$ cat config.mk
export PLATFORM = sky130hd
export DESIGN_NAME = cond_resolve_stage
export DESIGN_NICKNAME = d
export VERILOG_FILES = /design/src/rtl/cond_resolve_stage.sv
export SDC_FILE = /design/constraint.sdc
export NUM_CORES = 1
export LEC_CHECK = 0
export CORE_AREA = 4 4 123 125
export DETAILED_ROUTE_END_ITERATION = 12
export DIE_AREA = 0 0 127 129
export GPL_ROUTABILITY_DRIVEN = 0
export PLACE_DENSITY_LB_ADDON = 0.2
export SLEW_MARGIN = 20
export SYNTH_ARGS = -nofsm -noshare
export SYNTH_HDL_FRONTEND = slang
export SYNTH_SLANG_ARGS = --single-unit
$ cat constraint.sdc
create_clock -name clk -period 4.15 [get_ports clk]
set_clock_uncertainty 0.15 [all_clocks]
set_input_delay 0.83 -clock clk [delete_from_list [all_inputs] [get_ports clk]]
set_output_delay 0.83 -clock clk [all_outputs]
set_load 0.05 [all_outputs]
$ cat src/rtl/cond_resolve_stage.sv
`default_nettype none
// ============================================================================
// Module   : cond_resolve_stage
// Purpose  : Resolves conditional branches against the static prediction,
//            applies nullify-next semantics and issues fetch redirects.
// Revision : 1.0 - initial release
// ============================================================================
module cond_resolve_stage #(
   parameter int WORD_W = 32,
   parameter int CNT_W  = 16
) (
   input  logic              clk,
   input  logic              rst_n,
   input  logic              in_valid,
   output logic              in_ready,
   input  logic [1:0]        in_kind,
   input  logic              cond_y,
   input  logic              pred_taken,
   input  logic [WORD_W-1:0] in_pc,
   input  logic [WORD_W-1:0] in_target,
   output logic              out_valid,
   input  logic              out_ready,
   output logic [WORD_W-1:0] out_pc,
   output logic              out_nullified,
   output logic              redirect_valid,
   output logic [WORD_W-1:0] redirect_pc,
   output logic [CNT_W-1:0]  mispredict_cnt
);

   typedef enum logic [0:0] {
      S_IDLE      = 1'b0,
      S_NULL_PEND = 1'b1
   } state_t;

   localparam logic [1:0] c_KIND_COND = 2'd1;
   localparam logic [1:0] c_KIND_NULL = 2'd2;
   localparam logic [1:0] c_KIND_JUMP = 2'd3;

   state_t              r_state;
   state_t              w_state_nxt;
   logic                r_out_valid;
   logic [WORD_W-1:0]   r_out_pc;
   logic                r_out_nullified;
   logic                r_redirect_valid;
   logic [WORD_W-1:0]   r_redirect_pc;
   logic [CNT_W-1:0]    r_cnt;

   logic                w_accept;
   logic                w_live;
   logic                w_nullify;
   logic                w_taken;
   logic                w_mispredict;
   logic                w_redirect;
   logic [WORD_W-1:0]   w_redirect_pc;

   assign in_ready  = !r_out_valid || out_ready;
   assign w_accept  = in_valid && in_ready;
   // Anything accepted while the redirect pulse is high is wrong-path.
   assign w_live    = w_accept && !r_redirect_valid;
   assign w_nullify = (r_state == S_NULL_PEND);

   always_comb begin
      w_taken      = 1'b0;
      w_mispredict = 1'b0;
      case (in_kind)
         c_KIND_COND: begin
            w_taken      = cond_y;
            w_mispredict = (cond_y != pred_taken);
         end
         c_KIND_JUMP: begin
            w_taken      = 1'b1;
            w_mispredict = !pred_taken;
         end
         default: ;
      endcase
   end

   assign w_redirect    = w_live && !w_nullify && w_mispredict;
   assign w_redirect_pc = w_taken ? in_target : (in_pc + WORD_W'(4));

   always_comb begin
      w_state_nxt = r_state;
      if (w_live) begin
         if (r_state == S_NULL_PEND)
            w_state_nxt = S_IDLE;
         else if (in_kind == c_KIND_NULL && cond_y)
            w_state_nxt = S_NULL_PEND;
         else
            w_state_nxt = S_IDLE;
      end
   end

   always_ff @(posedge clk) begin
      if (!rst_n)
         r_state <= S_IDLE;
      else
         r_state <= w_state_nxt;
   end

   always_ff @(posedge clk) begin
      if (!rst_n) begin
         r_out_valid      <= 1'b0;
         r_out_pc         <= '0;
         r_out_nullified  <= 1'b0;
         r_redirect_valid <= 1'b0;
         r_redirect_pc    <= '0;
         r_cnt            <= '0;
      end else begin
         r_redirect_valid <= w_redirect;
         if (w_live) begin
            r_out_valid     <= 1'b1;
            r_out_pc        <= in_pc;
            r_out_nullified <= w_nullify;
         end else if (out_ready) begin
            r_out_valid     <= 1'b0;
         end
         if (w_redirect) begin
            r_redirect_pc <= w_redirect_pc;
            if (r_cnt != {CNT_W{1'b1}})
               r_cnt <= r_cnt + CNT_W'(1);
         end
      end
   end

   assign out_valid      = r_out_valid;
   assign out_pc         = r_out_pc;
   assign out_nullified  = r_out_nullified;
   assign redirect_valid = r_redirect_valid;
   assign redirect_pc    = r_redirect_pc;
   assign mispredict_cnt = r_cnt;

endmodule
`default_nettype wire

==> results of run 1 <==
-- placed cells by master, fill, tap and decap left out, types with 10 or more instances in the layout --
cell             synthesis  final
and3_1                  16     16
clkdlybuf4s50_1          0    155
o22ai_1                 10     10
o21ai_0                 15     14
nand3_1                 26     26
xnor2_1                 27     27
dfxtp_1                 84     84
nand2_1                 99     99
nor2_1                  25     25
a21oi_1                 51     51
-- power groups by stage --
stage	clock (uW)	combinational, uW	sequential, uW
final	772	423	859
after global routing	826	452	862
after CTS	798	426	859
after detailed placement	0	425	876
after global placement	0	422	875
after floorplan	0	119	989
-- cell type report --
cell class / instances / area share
Timing Repair Buffer: 164 / 0.2644
Clock buffer: 15 / 0.04535
Inverter: 5 / 0.003064
Clock inverter: 1 / 0.0008172
Sequential cell: 84 / 0.2746
Multi-Input combinational cell: 380 / 0.3751
Tap cell: 180 / 0.03677
-- critical path: stages --
cell	delay (ns)
clkdlybuf4s50_1	0.45
nand2b_1	0.24
clkdlybuf4s50_1	0.85
-- through the flow --
step | hold WS (ns) | area [um2]
after floorplan | 0.3035 | 4144
after global placement | 0.2884 | 5842
after detailed placement | 0.2989 | 5842
after CTS | 0.3040 | 6125
after global routing | 0.3249 | 6125
final | 0.3023 | 6125
-- routing by layer --
metal | part of all wire | up-vias | GRT usage
met5 | 0 | - | 0
met4 | 0.025 | 0 | 0.07445
met3 | 0.055 | 20 | 0.03279
met2 | 0.48 | 114 | 0.2827
met1 | 0.44 | 1978 | 0.2160
li1 | - | 2073 | -
-- registers in the layout, indices dropped and copies added (netlist names) --
name and cells:
out_pc 32, redirect_pc 32, mispredict_cnt 16, out_nullified 1, out_valid 1, r_state 1
redirect_valid 1
-- worst max path at each step --
stage	from	endpoint	slack, ns	cells past startpoint
floorplan	out_ready	mispredict_cnt[8]	1.42	7
global placement	out_ready	in_ready	0.80	3
detailed placement	out_ready	in_ready	0.78	3
CTS	out_ready	in_ready	0.78	3
global route	out_ready	in_ready	0.73	3
finish	out_ready	in_ready	0.80	3
-- cell families after synthesis --
family	count (synthesis)
xor+xnor	35
compound gates	114
buf+inv	40
simple gates	224
mux	5
flops	84
fa+ha+maj	2
==> results.json, run 1 <==
{
  "ff2ff_path_depth": 5,
  "cts_root_buf": "clkbuf_16",
  "yosysMostFrequentCell": "nand2_1",
  "setup_ws_ns": 0.7971,
  "clock_latency_ns": 0.34,
  "ys_top_cells_by_area": "dfxtp_1 41%, nand2_1 9.0%, a21oi_1 6.2%, xnor2_1 5.7%, nand3_1 3.1%",
  "drv_cap": 0,
  "ys_seq_elements": 84,
  "io_pins": 156,
  "hold_end": "out_nullified",
  "finalNonFillerCells": 829,
  "worst_slew_pin_slew_ns": 0.9718,
  "htreeDepth": 3,
  "grt_overflow": 0,
  "min_path_type": "flip-flop to flip-flop",
  "period_share": 0.8079,
  "drc_errors": 0,
  "p_comb_frac": 0.206,
  "rrSetupSlack_ns": 2.04,
  "num_vias": 4185,
  "clk_path_buf_depth": 2,
  "synth.distinct_cells": 57,
  "drt-total-wl_um": 13770,
  "cts_inserted_buffers": 9,
  "multiInputGateArea_um2": 2297,
  "coreArea_um2": 13880,
  "synth_common_cells": "99 x nand2_1, 84 x dfxtp_1, 51 x a21oi_1",
  "dp_hpwl_um": 10300,
  "intPower_uw": 1458,
  "leakagePower_uw": 0.002115,
  "clock_sinks": 84,
  "ys_seq_area_frac": 0.4058,
  "via_per_inst": 5.048,
  "fillers": 1377,
  "synth_top_family_by_area": "simple AND/OR/NAND/NOR gates",
  "worstReg2RegStart": "redirect_valid",
  "timing.rr.end": "mispredict_cnt[13]",
  "netlist_area_um2": 4144,
  "grt_pass1_wl_um": 22040,
  "die_x_um": 127,
  "synth_top_area_share": 0.4058,
  "n_antenna_cell": 0,
  "yosys.area_share.simple": 0.2832,
  "drv_slew": 0,
  "synthAdderAreaFrac": 0.006039,
  "power_uw": 2054,
  "yosys.area_share.xor_xnor": 0.07397,
  "dr.pass1.iters": 4,
  "seqCellArea_um2": 1682,
  "port_buffers": 155,
  "yosys.area.top_type": "dfxtp_1",
  "p_switching_uw": 595.6,
  "synth_cells": 504,
  "cp_data_required_time_ns": 3.17,
  "min_period_ns": 3.353,
  "ctsHoldBuffers": 0,
  "initial_core_util": 0.2985,
  "vdd_ir_drop_max_mv": 0.1581,
  "hp-start": "out_nullified",
  "cts_tree": "built",
  "seqPwrFrac": 0.418,
  "rows": 43,
  "cts_setup_buffers": 0,
  "area_growth_pct": 47.80,
  "synth_edf_count": 0,
  "setup_viol": 0,
  "clock.fmax_mhz": 298.3,
  "synth_nets": 578,
  "setup_tns_ns": 0,
  "switching_share": 0.2899,
  "grt_usage": 0.1703,
  "worstSetupStartpointType": "primary input",
  "grt_max_degree": 39,
  "synthFlopType": "dfxtp_1",
  "synth-compound-area-share": 0.1754,
  "final_util": 0.4412,
  "path_max_fanout": 6,
  "ant_nets": 0,
  "drtIter0Drc": 222,
  "status": "finished clean",
  "routedWlPerCell_um": 16.61,
  "rsz0062_at_grt": "no",
  "crit_type": "primary input to output pin",
  "cts.repair.resized": 0,
  "powerDensity_nw_per_um2": 335.4,
  "crit_arrival_ns": 2.37,
  "dieArea_um2": 16380,
  "end_kind": "output pin",
  "clockPowerShare": 0.376,
  "first_global_vias": 4115,
  "relSlewSlack": 0.3521,
  "grt_antenna_before_repair": 0,
  "die_h_um": 129,
  "hold_depth": 2,
  "cts.clk_slew.worst_paths_ns": 0.06,
  "placed_cells": 813,
  "hold_viol_final": 0,
  "num-nets-final": 718,
  "synth_async_sr_flop_share": 0,
  "dpl_worst_slack_ns": 0.7780,
  "layout-drive-gt1-share": 0.07088,
  "muxShareOfSynthArea": 0.01208,
  "syn_avg_cell_area_um2": 8.222,
  "yosysWarnings": 0
}
Power figures use the tool's default switching activity.
==> run 2, diff against run 1 <==
==> constraint.sdc (replaced) <==
create_clock -name clk -period 2.8 [get_ports clk]
set_clock_uncertainty 0.15 [all_clocks]
set_input_delay 0.56 -clock clk [delete_from_list [all_inputs] [get_ports clk]]
set_output_delay 0.56 -clock clk [all_outputs]
set_load 0.05 [all_outputs]
==> run 2 against run 1 <==
Effect of this change: setup slack got worse by 0.34 ns; design area grew 3.7%; utilization up 1.6 points; sequential share of layout area decreased by 0.97 points; power is 48% higher; worst hold slack got worse by 0.0025 ns; via count up 0.91%; first-iteration DRC count down 31%; critical path depth is 2 lower; sequential cell count is the same; count of clock-buffer cells in the layout decreased by 2; largest cell class unchanged.
==> results.json, run 2 (synthesis gave the netlist of run 1 again) <==
{
  "grt_overflow": 0,
  "finalNonFillerCells": 855,
  "drtIter0Drc": 154,
  "drv_cap": 0,
  "cp_data_required_time_ns": 2.09,
  "relSlewSlack": 0.6025,
  "mostFrequentLayoutCells": "154 x clkdlybuf4s50_1, 99 x nand2_1, 84 x dfxtp_1, 51 x a21oi_1, 34 x buf_4",
  "dp_hpwl_um": 10870,
  "via_per_inst": 4.939,
  "vdd_ir_drop_max_mv": 0.3143,
  "worstSetupStartpointType": "flip-flop",
  "max_stage_delay_ns": 0.85,
  "grt_usage": 0.1765,
  "port_buffers": 155,
  "setup_tns_ns": 0,
  "clock_latency_ns": 0.34,
  "path_max_fanout": 7,
  "area_growth_pct": 53.23,
  "clock.fmax_mhz": 426.0,
  "die_x_um": 127,
  "ctsHoldBuffers": 0,
  "cts_inserted_buffers": 9,
  "crit_arrival_ns": 1.64,
  "num_vias": 4223,
  "end_kind": "output pin",
  "rows": 43,
  "ant_nets": 0,
  "placed_cells": 840,
  "slowest_stage": "clkdlybuf4s50_1",
  "cts_setup_buffers": 0,
  "dpl_worst_slack_ns": 0.09785,
  "powerDensity_nw_per_um2": 479.0,
  "hp-start": "redirect_pc[14]",
  "crit_type": "flip-flop to output pin",
  "clk_path_buf_depth": 2,
  "coreArea_um2": 13880,
  "io_pins": 156,
  "place_area_um2": 6080,
  "grt_antenna_before_repair": 0,
  "final_common_cell": "clkdlybuf4s50_1",
  "layout-drive-gt1-share": 0.1096,
  "cts_tree": "built",
  "first_global_vias": 4301,
  "cts_root_buf": "clkbuf_16",
  "grt_pass1_wl_um": 22960,
  "htreeDepth": 3,
  "dr.pass1.iters": 4,
  "drc_errors": 0,
  "worst_slew_pin_slew_ns": 0.5944,
  "min_period_ns": 2.347,
  "crit_buf_inv": 1,
  "initial_core_util": 0.2985,
  "grt_max_degree": 35,
  "n_antenna_cell": 0,
  "hold_viol_final": 0,
  "drv_slew": 0,
  "drt-total-wl_um": 14120,
  "min_path_type": "flip-flop to flip-flop",
  "status": "finished clean",
  "setup_ws_ns": 0.4528,
  "num-nets-final": 745,
  "rsz0062_at_grt": "no",
  "leakagePower_uw": 0.002256,
  "stdcell_area_um2": 6350,
  "cp_top_family": "buffers and inverters",
  "routedWlPerCell_um": 16.52,
  "crit_start": "mispredict_cnt[6]",
  "clock_sinks": 84,
  "cts.clk_slew.worst_paths_ns": 0.06,
  "cts.repair.resized": 0,
  "period_share": 0.8383,
  "fillers": 1392,
  "crit_chain": "clkdlybuf4s50_1",
  "worstReg2RegStart": "redirect_valid",
  "die_h_um": 129,
  "dieArea_um2": 16380,
  "setup_viol": 0
}
## run 2: cell count changes in the layout (fill, tap and decap cells not counted)
cell and change:
clkdlybuf4s50_1 -1, clkinv_2 +1, clkbuf_8 -1, buf_4 +25, clkbuf_1 -1, buf_12 +3
## run 2: through the flow
step | power [uW] | hold WS, ns | utilization
after CTS | 3094 | 0.3053 | 0.4575
final | 3042 | 0.2998 | 0.4575
after global placement | 1958 | 0.2881 | 0.4380
after detailed placement | 1964 | 0.2986 | 0.4380
after global routing | 3194 | 0.3278 | 0.4575
after floorplan | 1643 | 0.3035 | -
## run 2: layout make-up
class,instances,area (um2),share of cell area
multi-input combinational,380,2297,0.3618
timing repair buffer,191,1857,0.2924
clock buffer,13,260.3,0.04099
clock inverter,2,10.01,0.001576
tap,180,225.2,0.03547
inverter,5,18.77,0.002956
sequential,84,1682,0.2648
## run 2: report_power, final
group / internal, uW / switching, uW
logic: 270 / 393
clock network: 642 / 464
registers: 1250 / 27.0
## run 2: worst paths after layout
| kind | endpoint | slack (ns) | depth (start not counted) |
|---|---|---|---|
| min | redirect_pc[14] | 0.30 | 2 |
| max reg2reg | mispredict_cnt[9] | 0.87 | 5 |
| max | mispredict_cnt[6] | 0.45 | 1 |
| min reg2reg | redirect_pc[14] | 0.30 | 2 |
## run 2: layer usage
metal | vias up | GRT usage | routed length (um)
met5 | - | 0 | 0
met4 | 0 | 0.06625 | 265
met3 | 18 | 0.03528 | 710
met2 | 106 | 0.2867 | 6774
met1 | 1974 | 0.2326 | 6371
li1 | 2125 | - | -
==> run 3, diff against run 2 <==
==> constraint.sdc (replaced) <==
create_clock -name clk -period 2.35 [get_ports clk]
set_clock_uncertainty 0.15 [all_clocks]
set_input_delay 0.47 -clock clk [delete_from_list [all_inputs] [get_ports clk]]
set_output_delay 0.47 -clock clk [all_outputs]
set_load 0.05 [all_outputs]
==> run 3 against run 2 <==
Effect of this change: power grew 25%; via count grew 3.0%; worst hold slack gained 0.0042 ns; design area grew 4.7%; count of clock-buffer cells in the layout grew 1; sequential share of layout area shrank 1.2 points; global-route usage is essentially flat; critical path type unchanged; largest cell class unchanged; highest routed layer unchanged.
==> results.json, run 3 (synthesis gave the netlist of run 1 again) <==
{
  "status": "finished clean",
  "min_path_type": "flip-flop to flip-flop",
  "path_max_fanout": 7,
  "dp_hpwl_um": 10940,
  "routedWlPerCell_um": 16.40,
  "clk_path_buf_depth": 2,
  "die_x_um": 127,
  "drv_cap": 0,
  "relSlewSlack": 0.6217,
  "seqPwrFrac": 0.399,
  "cts_root_buf": "clkbuf_16",
  "crit_start": "mispredict_cnt[6]",
  "crit_buf_inv": 1,
  "p_switching_uw": 1065,
  "die_h_um": 129,
  "grt_pass1_wl_um": 22850,
  "setup_viol": 0,
  "crit_arrival_ns": 1.68,
  "hp-start": "out_pc[30]",
  "final_common_cell": "clkdlybuf4s50_1",
  "drv_slew": 0,
  "num_vias": 4350,
  "htreeDepth": 3,
  "fillers": 1349,
  "n_antenna_cell": 0,
  "clockPowerShare": 0.384,
  "slowest_stage": "clkdlybuf4s50_1",
  "grt_overflow": 0,
  "grt_antenna_before_repair": 0,
  "grt_max_degree": 74,
  "mostFrequentLayoutCells": "152 x clkdlybuf4s50_1, 99 x nand2_1, 84 x dfxtp_1, 57 x buf_4, 51 x a21oi_1",
  "first_global_vias": 4344,
  "hold_viol_final": 0,
  "cp_data_required_time_ns": 1.73,
  "stdcell_area_um2": 6649,
  "period_share": 0.9804,
  "cts_inserted_buffers": 9,
  "max_stage_delay_ns": 0.86,
  "timing.hold.ws_ns": 0.3040,
  "crit_type": "flip-flop to output pin",
  "cts_setup_buffers": 0,
  "p_comb_frac": 0.217,
  "drc_errors": 0,
  "switching_share": 0.2800,
  "final_util": 0.4790,
  "cts.clk_slew.worst_paths_ns": 0.06,
  "io_pins": 156,
  "worst_slew_pin_slew_ns": 0.5531,
  "vdd_ir_drop_max_mv": 0.3164,
  "ctsHoldBuffers": 0,
  "layout-drive-gt1-share": 0.1453,
  "drtIter0Drc": 323,
  "initial_core_util": 0.2985,
  "clock.fmax_mhz": 434.0,
  "top_layer": "met4",
  "dr.pass1.iters": 4,
  "leakagePower_uw": 0.002448,
  "clock_sinks": 84,
  "worstSetupStartpointType": "flip-flop",
  "worstReg2RegStart": "mispredict_cnt[6]",
  "drt-total-wl_um": 14470,
  "place_area_um2": 6342,
  "grt_usage": 0.1766,
  "route.met3.wl_um": 750,
  "dieArea_um2": 16380,
  "powerDensity_nw_per_um2": 571.9,
  "intPower_uw": 2738,
  "clock_latency_ns": 0.34,
  "num-nets-final": 772,
  "area_growth_pct": 60.45,
  "ant_nets": 0,
  "port_buffers": 155,
  "cp_top_family": "buffers and inverters",
  "rsz0062_at_grt": "no",
  "coreArea_um2": 13880,
  "cts_tree": "built",
  "met2_length_um": 6920,
  "crit_chain": "clkdlybuf4s50_1",
  "rows": 43,
  "met1_length_um": 6484,
  "end_kind": "output pin",
  "via_per_inst": 4.932,
  "min_period_ns": 2.304
}
[run 3: what timing repair did]
action	4_1_cts	5_1_grt
endpoints found under the hold margin	0	0
resized for setup	0	1
endpoints found under the setup margin	0	1
[run 3: stage by stage]
stage	power, uW	std cells	setup WS (ns)	TNS, ns
finish	3803	882	0.04599	0
global route	3959	882	0.01882	0
CTS	3855	882	0.04298	0
detailed placement	2377	867	-0.2067	-3.326
global placement	2369	867	-0.1704	-2.049
floorplan	1958	504	0.1648	0
[run 3: final timing paths]
path,endpoint,slack [ns],cells after the start
max,mispredict_cnt[6],0.05,1
min,out_pc[30],0.30,2
max reg2reg,mispredict_cnt[11],0.27,6
min reg2reg,out_pc[30],0.30,2
[run 3: power by group through the flow]
stage / combinational [uW] / sequential, uW / clock [uW]
3_5_place_dp: 829 / 1550 / 0
5_1_grt: 879 / 1520 / 1560
2_1_floorplan: 211 / 1750 / 0
3_3_place_gp: 821 / 1550 / 0
6_report: 825 / 1520 / 1460
4_1_cts: 831 / 1520 / 1510
[run 3: cell type report]
cell class / count / area, um2 / share of cell area
clock buffers: 14 / 274.0 / 0.04121
clock inverters: 1 / 30.03 / 0.004516
inverters: 5 / 18.77 / 0.002823
multi-input cells: 380 / 2297 / 0.3455
flip-flops and latches: 84 / 1682 / 0.2529
well taps: 180 / 225.2 / 0.03387
repair buffers: 218 / 2122 / 0.3192
[run 3: routing by layer]
| layer | up-vias | global-route usage |
|---|---|---|
| met2 | 133 | 0.2899 |
| met1 | 2025 | 0.2247 |
| li1 | 2173 | - |
| met4 | 0 | 0.06688 |
| met5 | - | 0 |
| met3 | 19 | 0.04400 |
